File: config.mk
export PLATFORM = sky130hd
export DESIGN_NAME = sram_arbiter
export DESIGN_NICKNAME = d
export VERILOG_FILES = /design/src/rtl/sram_arbiter.sv
export SDC_FILE = /design/constraint.sdc
export NUM_CORES = 1
export LEC_CHECK = 0
export ABC_AREA = 1
export CORE_AREA = 3 3 102 104
export DETAILED_ROUTE_END_ITERATION = 16
export DIE_AREA = 0 0 105 107
export PLACE_DENSITY = 0.7
export RECOVER_POWER = 100
export SYNTH_ARGS = -nofsm -noshare
export SYNTH_HDL_FRONTEND = slang
export SYNTH_SLANG_ARGS = --single-unit
File: constraint.sdc
create_clock -name clk -period 1.8 [get_ports clk]
set_clock_uncertainty 0.05 [all_clocks]
set_input_delay 0.36 -clock clk [delete_from_list [all_inputs] [get_ports clk]]
set_output_delay 0.36 -clock clk [all_outputs]
set_load 0.05 [all_outputs]
File: src/rtl/sram_arbiter.sv
// Two-port arbiter sharing the sram_ctrl command interface between the CPU (port 0) and DMA (port 1).
// Optional build macro SRAM_ARB_RR_EN: round-robin IDLE tie-break instead of fixed port-0 priority.
//
// state | meaning
// IDLE  | no owner, s_strobe low, both ports stalled
// OWN0  | port 0 drives sram_ctrl, port 1 stalled
// OWN1  | port 1 drives sram_ctrl, port 0 stalled
module sram_arbiter #(
   parameter int ADDR_W    = 17,
   parameter int BURST_MAX = 4
) (
   input  logic              clk,
   input  logic              reset_n,
   input  logic [ADDR_W-1:0] m0_addr,
   input  logic [31:0]       m0_wrdata,
   input  logic [3:0]        m0_bytesel,
   input  logic              m0_wren,
   input  logic              m0_strobe,
   output logic              m0_wait,
   output logic [31:0]       m0_rddata,
   input  logic [ADDR_W-1:0] m1_addr,
   input  logic [31:0]       m1_wrdata,
   input  logic [3:0]        m1_bytesel,
   input  logic              m1_wren,
   input  logic              m1_strobe,
   output logic              m1_wait,
   output logic [31:0]       m1_rddata,
   output logic [ADDR_W-1:0] s_addr,
   output logic [31:0]       s_wrdata,
   output logic [3:0]        s_bytesel,
   output logic              s_wren,
   output logic              s_strobe,
   input  logic              s_wait,
   input  logic [31:0]       s_rddata,
   output logic [1:0]        grant
);
   localparam int             CNT_W     = $clog2(BURST_MAX + 1);
   localparam logic [CNT_W:0] BURST_LIM = (CNT_W + 1)'(BURST_MAX);

   typedef enum logic [1:0] {
      ST_IDLE = 2'b00,
      ST_OWN0 = 2'b01,
      ST_OWN1 = 2'b10
   } state_t;

   state_t           state, state_nxt, oth_state;
   logic [CNT_W-1:0] burst_cnt, burst_cnt_nxt;
   logic [CNT_W:0]   cnt_inc;
   logic             own_strobe, oth_strobe;
   logic             tie_to_1;

`ifdef SRAM_ARB_RR_EN
   logic last, last_nxt;
   assign tie_to_1 = ~last;

   always_ff @(posedge clk or negedge reset_n) begin
      if (!reset_n) last <= 1'b1;
      else          last <= last_nxt;
   end
`else
   assign tie_to_1 = 1'b0;
`endif

   always_ff @(posedge clk or negedge reset_n) begin
      if (!reset_n) begin
         state     <= ST_IDLE;
         burst_cnt <= '0;
         grant     <= 2'b00;
      end else begin
         state     <= state_nxt;
         burst_cnt <= burst_cnt_nxt;
         grant     <= {state_nxt == ST_OWN1, state_nxt == ST_OWN0};
      end
   end

   always_comb begin
      state_nxt     = state;
      burst_cnt_nxt = burst_cnt;
`ifdef SRAM_ARB_RR_EN
      last_nxt      = last;
`endif
      cnt_inc    = {1'b0, burst_cnt} + (CNT_W + 1)'(1);
      own_strobe = (state == ST_OWN1) ? m1_strobe : m0_strobe;
      oth_strobe = (state == ST_OWN1) ? m0_strobe : m1_strobe;
      oth_state  = (state == ST_OWN1) ? ST_OWN0 : ST_OWN1;
      case (state)
         ST_IDLE: begin
            if (m0_strobe && m1_strobe) state_nxt = tie_to_1 ? ST_OWN1 : ST_OWN0;
            else if (m0_strobe)         state_nxt = ST_OWN0;
            else if (m1_strobe)         state_nxt = ST_OWN1;
         end
         ST_OWN0, ST_OWN1: begin
            // A dropped strobe releases ownership even mid-transaction.
            if (!own_strobe) begin
               state_nxt     = oth_strobe ? oth_state : ST_IDLE;
               burst_cnt_nxt = '0;
`ifdef SRAM_ARB_RR_EN
               last_nxt      = (state == ST_OWN1);
`endif
            end else if (!s_wait) begin
               if (oth_strobe && cnt_inc >= BURST_LIM) begin
                  state_nxt     = oth_state;
                  burst_cnt_nxt = '0;
`ifdef SRAM_ARB_RR_EN
                  last_nxt      = (state == ST_OWN1);
`endif
               end else if (cnt_inc >= BURST_LIM) begin
                  burst_cnt_nxt = BURST_LIM[CNT_W-1:0];
               end else begin
                  burst_cnt_nxt = cnt_inc[CNT_W-1:0];
               end
            end
         end
         default: state_nxt = ST_IDLE;
      endcase
   end

   always_comb begin
      s_addr    = '0;
      s_wrdata  = '0;
      s_bytesel = '0;
      s_wren    = 1'b0;
      s_strobe  = 1'b0;
      m0_wait   = 1'b1;
      m1_wait   = 1'b1;
      m0_rddata = '0;
      m1_rddata = '0;
      case (state)
         ST_OWN0: begin
            s_addr    = m0_addr;
            s_wrdata  = m0_wrdata;
            s_bytesel = m0_bytesel;
            s_wren    = m0_wren;
            s_strobe  = m0_strobe;
            m0_wait   = s_wait;
            m0_rddata = s_rddata;
         end
         ST_OWN1: begin
            s_addr    = m1_addr;
            s_wrdata  = m1_wrdata;
            s_bytesel = m1_bytesel;
            s_wren    = m1_wren;
            s_strobe  = m1_strobe;
            m1_wait   = s_wait;
            m1_rddata = s_rddata;
         end
         default: ;
      endcase
   end
endmodule
# Word-level counts from Yosys, hierarchy flattened
# Cells that the tools add are included.
# totals
register_bits	7
input_bits	145
output_inout_bits	123
wordCells	39
# op_classes
n_addsub	1
magnitude_cmp	1
n_eq_ne	5
mux	24
n_reduce_logical	5
# op_table
cell	n
2-to-1 mux 32 bit	2
one-hot mux 32 bit (2 select lines)	1
one-hot mux 17 bit (2 select lines)	1
2-to-1 mux 2 bit	8
2-to-1 mux 3 bit	4
one-hot mux 4 bit (2 select lines)	1
adder 3 x 1 -> 4 bit, second input constant	1
== test 2 x 1 -> 1 bit, second input constant	2
== test 2 bit, second input constant	2
greater-or-equal comparator 4 x 3 -> 1 bit, second input constant	1
2-to-1 mux 1 bit	4
one-hot mux 1 bit (2 select lines)	2
one-hot mux 2 bit (2 select lines)	1
logical AND 1 bit	2
zero test 2 bit	1
!= test 2 bit, second input constant	1
AND reduction 2 bit	1
OR reduction 2 bit	1

# Depth between registers and ports, before layout
# Gate-level depths: netlist of run 1.
# logic_depth
word_depth	8
ltp_mapped	15
ltp_nobuf	14

# Least setup slack after synthesis of run 1
# Ideal clock, no wire load.
# synth_path
kind	register to output
start	reg state[1]
end	out s_wrdata[20]
arrival_time_ns	1.943
required_time_ns	1.390
setup_slack_ns	-0.553
stages_incl_launch_ff	7
n_path_buf	2
cell_sequence	dfrtp_1 inv_1 ha_1 clkbuf_1 clkbuf_1 nand2_1 a21oi_1
# synth_between
elab_chain_len	2
elab_cells_between_ends	3
classes_between	2 x eq/ne; 1 x mux
# synth_rtl
element	line	rtl
from (decl)	46	state_t state, state_nxt, oth_state;
from (signal assigned)	70	state <= state_nxt;
== test 2 bit or == test 2 x 1 -> 1 bit (tied branches)	128	case (state)
one-hot mux 32 bit (2 select lines) *	128	
to (decl)	29	output logic [31:0] s_wrdata,
# Mark *: on every way between the ends. The rest lies on a longest branch, timed or not.

# Final worst setup path of run 1
# layout_path
start	reg state[1]
end	out s_wrdata[30]
# Same word-level chain as after synthesis.

==> results of run 1 <==
==> layer usage <==
layer,up-vias,part of all wire (%),global-route usage [%]
met5,-,0.066,0
met4,2,3.0,7.50
met3,37,9.6,8.55
met2,189,55,49.7
met1,1774,32,26.3
li1,1731,-,-
==> synthesized netlist by cell type, drive strengths merged <==
cell type | n | area share (%)
nand3b | 1 | 0.43
nor2 | 4 | 1.1
nand2 | 195 | 42
buf | 10 | 3.0
o211ai | 1 | 0.43
o21ai | 3 | 0.85
nand3 | 4 | 1.1
dfrtp | 7 | 9.9
clkbuf | 16 | 3.4
nand4 | 2 | 0.71
a21oi | 59 | 17
inv | 77 | 16
ha | 5 | 3.5
==> logic make-up after synthesis <==
kind of cell	share of synthesized area, %
AO/OA/AOI/OAI	18.2
AND/OR/NAND/NOR	45.6
flip-flops	9.92
buffers and inverters	22.7
adder cells (fa/ha/maj)	3.54
==> layout make-up <==
cell class,instances,area share [%]
clock buffer,4,0.571
timing repair buffer,317,58.6
sequential,7,2.24
tap,133,2.11
multi-input combinational,274,29.8
inverter,77,6.62
antenna,2,0.0635
==> critical path, delay by kind of cell (launching register included) <==
kind | cells | cell delay [ns]
adders and majority gates | 1 | 0.19
AOI/OAI and AO/OA | 1 | 0.20
DFF | 1 | 0.44
and+or+nand+nor | 1 | 0.12
buffers and inverters | 3 | 0.47
==> timing repair <==
item | 4_1_cts | 5_1_grt
setup buffers | 19 | 4
gates cloned | 6 | 3
setup endpoints to repair | 121 | 128
hold buffers | 0 | 0
gates resized for setup | 124 | 44
pin swaps | 30 | 18
==> power by group <==
part | switching, uW | internal, uW | total (uW)
Sequential | 54.7 | 229 | 283
Clock | 76.0 | 154 | 230
Combinational | 7730 | 6170 | 13900
==> through the flow <==
stage               setup TNS, ns  total power, uW
finish                     -23.27            14400
global route               -29.53            14900
CTS                        -22.65            14100
detailed placement          -2.46            12200
global placement           -0.360            12100
floorplan                   -2.46             7240
==> placed cells by master, fill, tap and decap left out, types with 2 or more instances in the layout <==
master / n
buf_16: 5
inv_4: 3
a21oi_4: 55
inv_1: 9
buf_4: 14
dfrtp_1: 6
clkbuf_1: 3
ha_1: 2
ha_4: 3
nor2_1: 2
clkbuf_16: 2
clkinvlp_4: 58
clkdlybuf4s50_1: 143
nand2_2: 66
buf_6: 12
a21oi_1: 3
clkbuf_8: 3
nor2_2: 2
buf_12: 134
nand3_1: 4
nand4_1: 2
inv_2: 6
diode_2: 2
buf_8: 4
nand2_1: 83
nand2_4: 45
o21ai_0: 2
==> registers in the layout, summed over array words and instances, names as in the netlist <==
signal and flops:
burst_cnt 3, grant 2, state 2
==> how the worst max path moves through the flow <==
stage,startpoint,end,slack (ns),depth (start not counted)
2_1_floorplan,state[0],s_addr[10],-0.05,6
3_3_place_gp,state[1],s_wrdata[14],-0.03,6
5_1_grt,state[1],s_addr[13],-0.33,6
3_5_place_dp,state[1],s_wrdata[16],-0.06,6
6_report,state[1],s_wrdata[30],-0.28,6
4_1_cts,state[1],s_wrdata[20],-0.26,7
==> parameters.txt, run 1 <==
Parameter                              Value

Clocking
  Clock transition at path regs ... 0.04 ns
  Htree depth ... 1
  Clock network latency to the later pin of the worst-skew pair ... 0.23 ns
  Root buffer cell ... clkbuf_8
  Clock sink count ... 7
  Number of buffers created by CTS ... 3
  TritonCTS clock tree ... done
  Maximum clock insertion buffer count ... 2

Routing
  First-pass detailed-route iteration total ... 4
  Post-route ant nets ... 0
  DRC violation count after routing ... 0
  Via density ... 4.59
  DR WL/cell ... 20.4 um
  Final WL ... 16600 um
  Detailed-route via count ... 3733
  Starting DRC count in detailed routing ... 189

Critical path
  CP Data Required Time ... 1.39 ns
  Reg2Reg Setup Slack ... -0.07 ns
  Highest net fanout along the worst path ... 33
  Capturing element type of the critical path ... primary output
  Peak per-stage delay on the critical path ... 0.44 ns
  Crit Path Class ... flip-flop to primary output
  Cell with the most instances on the worst path ... buf_12
  Arrival time at the worst endpoint ... 1.67 ns
  Worst-path cell chain ... inv_4 > ha_4 > buf_12 > nand2_1 > a21oi_4 > buf_12
  Worst reg2reg endpoint ... grant[1]
  Master of the slowest instance on the critical path ... dfrtp_2
  R2r startpoint ... state[0]
  Depth of the worst register-to-register path ... 16
  Launching element type of the critical path ... flip-flop

Layout
  Utilization after layout ... 81.8%
  Area growth from synthesis to layout ... 347%
  Area of combinational cells with multiple inputs ... 2350 um2
  Final non-filler cell total ... 814
  Reg area ... 176 um2
  Total number of nets in the final design ... 830
  Fill cell instance count of the final layout ... 503
  Fraction of layout instances using a drive strength above 1 ... 61.3%
  Final standard cell area without fillers ... 7890 um2

Global route
  Via count of the first global-routing pass ... 3942
  Antenna violations before repair ... 2
  First-pass GRT wire length ... 22600 um
  Maximum number of pins on one net before global-route repair ... 34
  Residual overflow from global routing ... 0
  Total routing resource utilization after global routing ... 25.8%

Timing
  Tightest slew margin relative to the limit ... 60.0%
  Final worst-path setup slack ... -0.282 ns
  Hold slack final ... 0.417 ns
  Slew at the pin closest to its max-slew limit ... 0.603 ns
  Final critical path time including I/O delays and setup ... 2.08 ns
  Part of the cycle the worst path needs ... 116%
  Number of failing hold endpoints at the final stage ... 0
  Max Transition Viols Final ... 0
  Finish-stage setup viols ... 125
  RSZ-0062 raised after global routing ... true
  Maximum operating frequency ... 0.480 GHz

Yosys
  Number of synthesized register bits ... 7
  Ys Warns ... 0
  Count of different cell masters after synthesis ... 18
  Syn_area_per_cell ... 4.60 um2
  Post-synthesis instance area ... 1770 um2
  Sequential element share of the synthesized area ... 9.92%
  Syn Inst Count ... 384
  Post-synthesis net count ... 534

Place
  HPWL reported at the end of detailed placement ... 11500 um
  Worst setup slack before clock tree synthesis ... -0.0649 ns
  Placed cells ... 780
  Post-place instance area ... 6900 um2
  Count of buffers inserted at the top-level ports ... 267
  RD Place Congestion ... 0.863

Worst hold path
  Worst Hold Class ... input port to async pin

Floorplanning
  Die area ... 11200 um2
  Overall die height ... 107 um
  Row count ... 36
  Initial standard-cell utilization of the core ... 18.3%
  Die Wd ... 105 um
  Core box area ... 9640 um2
  Top-level port count ... 268

Power and ir drop
  Ratio of total power to cell area ... 1830 nW/um2
  Worst vdd rail ir drop ... 1.20 mV
  Pleak ... 0.00296 uW

Run status
  Outcome ... complete, but fails checks
  Violated checks ... negative setup slack

Flow run
  Max-Cap Viols ... 0
Note: power is estimated with default switching activity, not from simulation.
==> run 2, diff against run 1 <==
--- a/config.mk
+++ b/config.mk
@@ -9,7 +9,7 @@
 export CORE_AREA = 3 3 102 104
 export DETAILED_ROUTE_END_ITERATION = 16
 export DIE_AREA = 0 0 105 107
-export PLACE_DENSITY = 0.7
+export PLACE_DENSITY = 0.67
 export RECOVER_POWER = 100
 export SYNTH_ARGS = -nofsm -noshare
 export SYNTH_HDL_FRONTEND = slang
==> constraint.sdc (replaced) <==
create_clock -name clk -period 2.6 [get_ports clk]
set_clock_uncertainty 0.05 [all_clocks]
set_input_delay 0.52 -clock clk [delete_from_list [all_inputs] [get_ports clk]]
set_output_delay 0.52 -clock clk [all_outputs]
set_load 0.05 [all_outputs]
==> run 2 against run 1 <==
Effect of this change:
- sequential share of layout area up 0.91 points
- core utilization shrank 24 points
- the flow now finishes without violations
- highest routed layer unchanged
- sequential power down 33%
==> parameters.txt, run 2 (same netlist as run 1, synthesis figures left out) <==
Parameter                              Value

Run status
  Outcome ... finished, final reports clean

Global route
  Antenna violations before repair ... 1 (-1)
  Total routing resource utilization after global routing ... 18.6% (-7.2 points)
  Residual overflow from global routing ... 0 (unchanged)
  First-pass GRT wire length ... 17000 um (-25%)
  Maximum number of pins on one net before global-route repair ... 55 (+62%)
  Via count of the first global-routing pass ... 3343 (-15%)

Place
  Count of buffers inserted at the top-level ports ... 267 (unchanged)
  Worst setup slack before clock tree synthesis ... 0.290 ns (+0.355 ns)
  RD Place Congestion ... 0.823 (-4.7%)
  HPWL reported at the end of detailed placement ... 9570 um (-17%)
  Post-place instance area ... 5780 um2 (-16%)

Critical path
  Crit Path Class ... flip-flop to primary output
  Critical path buffers and inverters ... 3 (unchanged)
  Worst reg2reg endpoint ... burst_cnt[0]
  CP Data Required Time ... 2.03 ns (+0.64 ns)
  Peak per-stage delay on the critical path ... 0.41 ns (-0.03 ns)
  Worst-path cell chain ... inv_1 > ha_1 > buf_12 > nand2_1 > a21oi_1 > buf_12
  R2r startpoint ... state[0]
  Master of the slowest instance on the critical path ... dfrtp_1
  Cell type group with the largest total delay on the critical path ... buffers and inverters
  Reg2Reg Setup Slack ... 0.44 ns (+0.51 ns)
  Launching element type of the critical path ... flip-flop
  Highest net fanout along the worst path ... 53 (+61%)
  Arrival time at the worst endpoint ... 1.88 ns (+0.21 ns)
  Cell with the most instances on the worst path ... buf_12
  Capturing element type of the critical path ... primary output
  Depth of the worst register-to-register path ... 9 (-7)

Routing
  Via density ... 4.32 (-5.7%)
  Post-route ant nets ... 0 (unchanged)
  Starting DRC count in detailed routing ... 196 (+3.7%)
  Final WL ... 11300 um (-32%)
  DRC violation count after routing ... 0 (unchanged)
  First-pass detailed-route iteration total ... 6 (+2)
  DR WL/cell ... 14.6 um (-28%)
  Detailed-route via count ... 3338 (-11%)

Power and ir drop
  Worst vdd rail ir drop ... 0.578 mV (-52%)
  Combinational Power Share ... 94.9% (-1.5 points)
  Power share of the sequential group ... 2.9% (+0.9 points)
  Pleak ... 0.00295 uW (-0.24%)
  Switching power as a share of total power ... 58.0% (+3.4 points)
  Internal Power ... 2810 uW (-57%)
  Net Sw Power ... 3880 uW (-51%)
  PnR Total Power ... 6700 uW (-54%)
  Clock group share of total power ... 2.2% (+0.6 points)
  Ratio of total power to cell area ... 1200 nW/um2 (-34%)

Timing
  Part of the cycle the worst path needs ... 94.4%
  Setup tns final ... 0 ns (+23.27 ns)
  Maximum operating frequency ... 0.408 GHz
  Finish-stage setup viols ... 0 (-100%)
  Max Transition Viols Final ... 0 (unchanged)
  Tightest slew margin relative to the limit ... 59.6% (-0.39 points)
  Final critical path time including I/O delays and setup ... 2.45 ns
  Number of failing hold endpoints at the final stage ... 0 (unchanged)
  Slew at the pin closest to its max-slew limit ... 0.609 ns (+0.00581 ns)
  Final worst-path setup slack ... 0.146 ns (+0.428 ns)
  RSZ-0062 raised after global routing ... false

Clocking
  Root buffer cell ... clkbuf_8
  Postcts setup bufs ... 0 (-19)
  Number of buffers created by CTS ... 3 (unchanged)
  Clock sink count ... 7 (unchanged)
  Htree depth ... 1 (unchanged)
  TritonCTS clock tree ... done
  Clock network latency to the later pin of the worst-skew pair ... 0.23 ns (about the same)
  Maximum clock insertion buffer count ... 2 (unchanged)
  Number of hold buffers added after CTS ... 0 (unchanged)
  Clock transition at path regs ... 0.04 ns (about the same)

Floorplanning
  Die area ... 11200 um2 (unchanged)
  Row count ... 36 (unchanged)
  Top-level port count ... 268 (unchanged)
  Initial standard-cell utilization of the core ... 18.3% (unchanged)
  Overall die height ... 107 um (unchanged)
  Die Wd ... 105 um (unchanged)
  Core box area ... 9640 um2 (unchanged)

Layout
  Fraction of layout instances using a drive strength above 1 ... 19.2% (-42 points)
  Utilization after layout ... 57.7% (-24 points)
  Area growth from synthesis to layout ... 215%
  Biggest register ... burst_cnt
  Flip-flop count of the largest register, all copies and words added ... 3 (unchanged)
  Most common cell after layout, fill and taps aside ... nand2_1
  Antenna cells ... 0 (-2)
  Top library cells by usage in the layout, fill and taps aside ... nand2_1, clkdlybuf4s50_1, buf_12
  Top flop regs ... burst_cnt: 3 flops, grant: 2 flops, state: 2 flops
  Total number of nets in the final design ... 790 (-4.8%)
  Final standard cell area without fillers ... 5560 um2 (-29%)

Flow run
  Max-Cap Viols ... 0 (unchanged)

Worst hold path
  Hold EP ... burst_cnt[1]
  Cell depth of the worst min-delay path ... 2
  Worst Hold Launch ... burst_cnt[1]
  Worst Hold Class ... flip-flop to flip-flop
## run 2: cell count changes in the layout (fill, tap and decap cells not counted), moves of 18 or more
cell / delta
nand2_2: -61
clkinvlp_4: -58
inv_1: +67
nand2_4: -45
dlymetal6s2s_1: +18
a21oi_4: -55
nand2_1: +107
buf_12: -40
a21oi_1: +55
## run 2: final cells by class
cell class                 instances  area [um2]
inverter                          77         292
sequential                         7         175
tap                              133         166
multi-input combinational        274        1190
clock buffer                       4        45.0
timing repair buffer             277        3690
fill                             863        4080
## run 2: what timing repair did
action,CTS,global route
gates resized for setup,0,5
setup endpoints to repair,0,7
endpoints found under the hold margin,0,0
## run 2: tightest hold or removal path, cell delays in order (launching register included)
cell and delay, ns:
dfrtp_1 0.37, nor2_1 0.06, a21oi_1 0.10
## run 2: worst max path at each step
stage / startpoint / to / slack [ns] / cells after the start
after floorplan: state[1] / s_wrdata[20] / 0.09 / 6
after global placement: state[1] / s_wrdata[28] / 0.29 / 6
after detailed placement: state[1] / s_wrdata[28] / 0.29 / 6
after CTS: state[1] / s_wrdata[28] / 0.03 / 6
after global routing: state[0] / s_wrdata[12] / 0.03 / 6
final: state[0] / s_bytesel[2] / 0.15 / 6
## run 2: power groups by stage
stage	Combinational (uW)	Sequential (uW)	Clock [uW]
final	6350	191	150
after global routing	6680	196	160
after CTS	6710	190	153
after detailed placement	6690	192	0
after global placement	6620	188	0
after floorplan	3310	222	0
## run 2: per-stage QoR
stage,cells,hold slack [ns]
CTS,772,0.502
finish,772,0.520
floorplan,384,0.174
global placement,768,0.495
global route,772,0.565
detailed placement,768,0.513
## run 2: layer usage
metal / track usage (%) / share of wire [%]
met4: 6.09 / 2.6
met1: 20.0 / 37
met5: 0 / 0.080
met3: 5.48 / 8.6
met2: 34.8 / 52
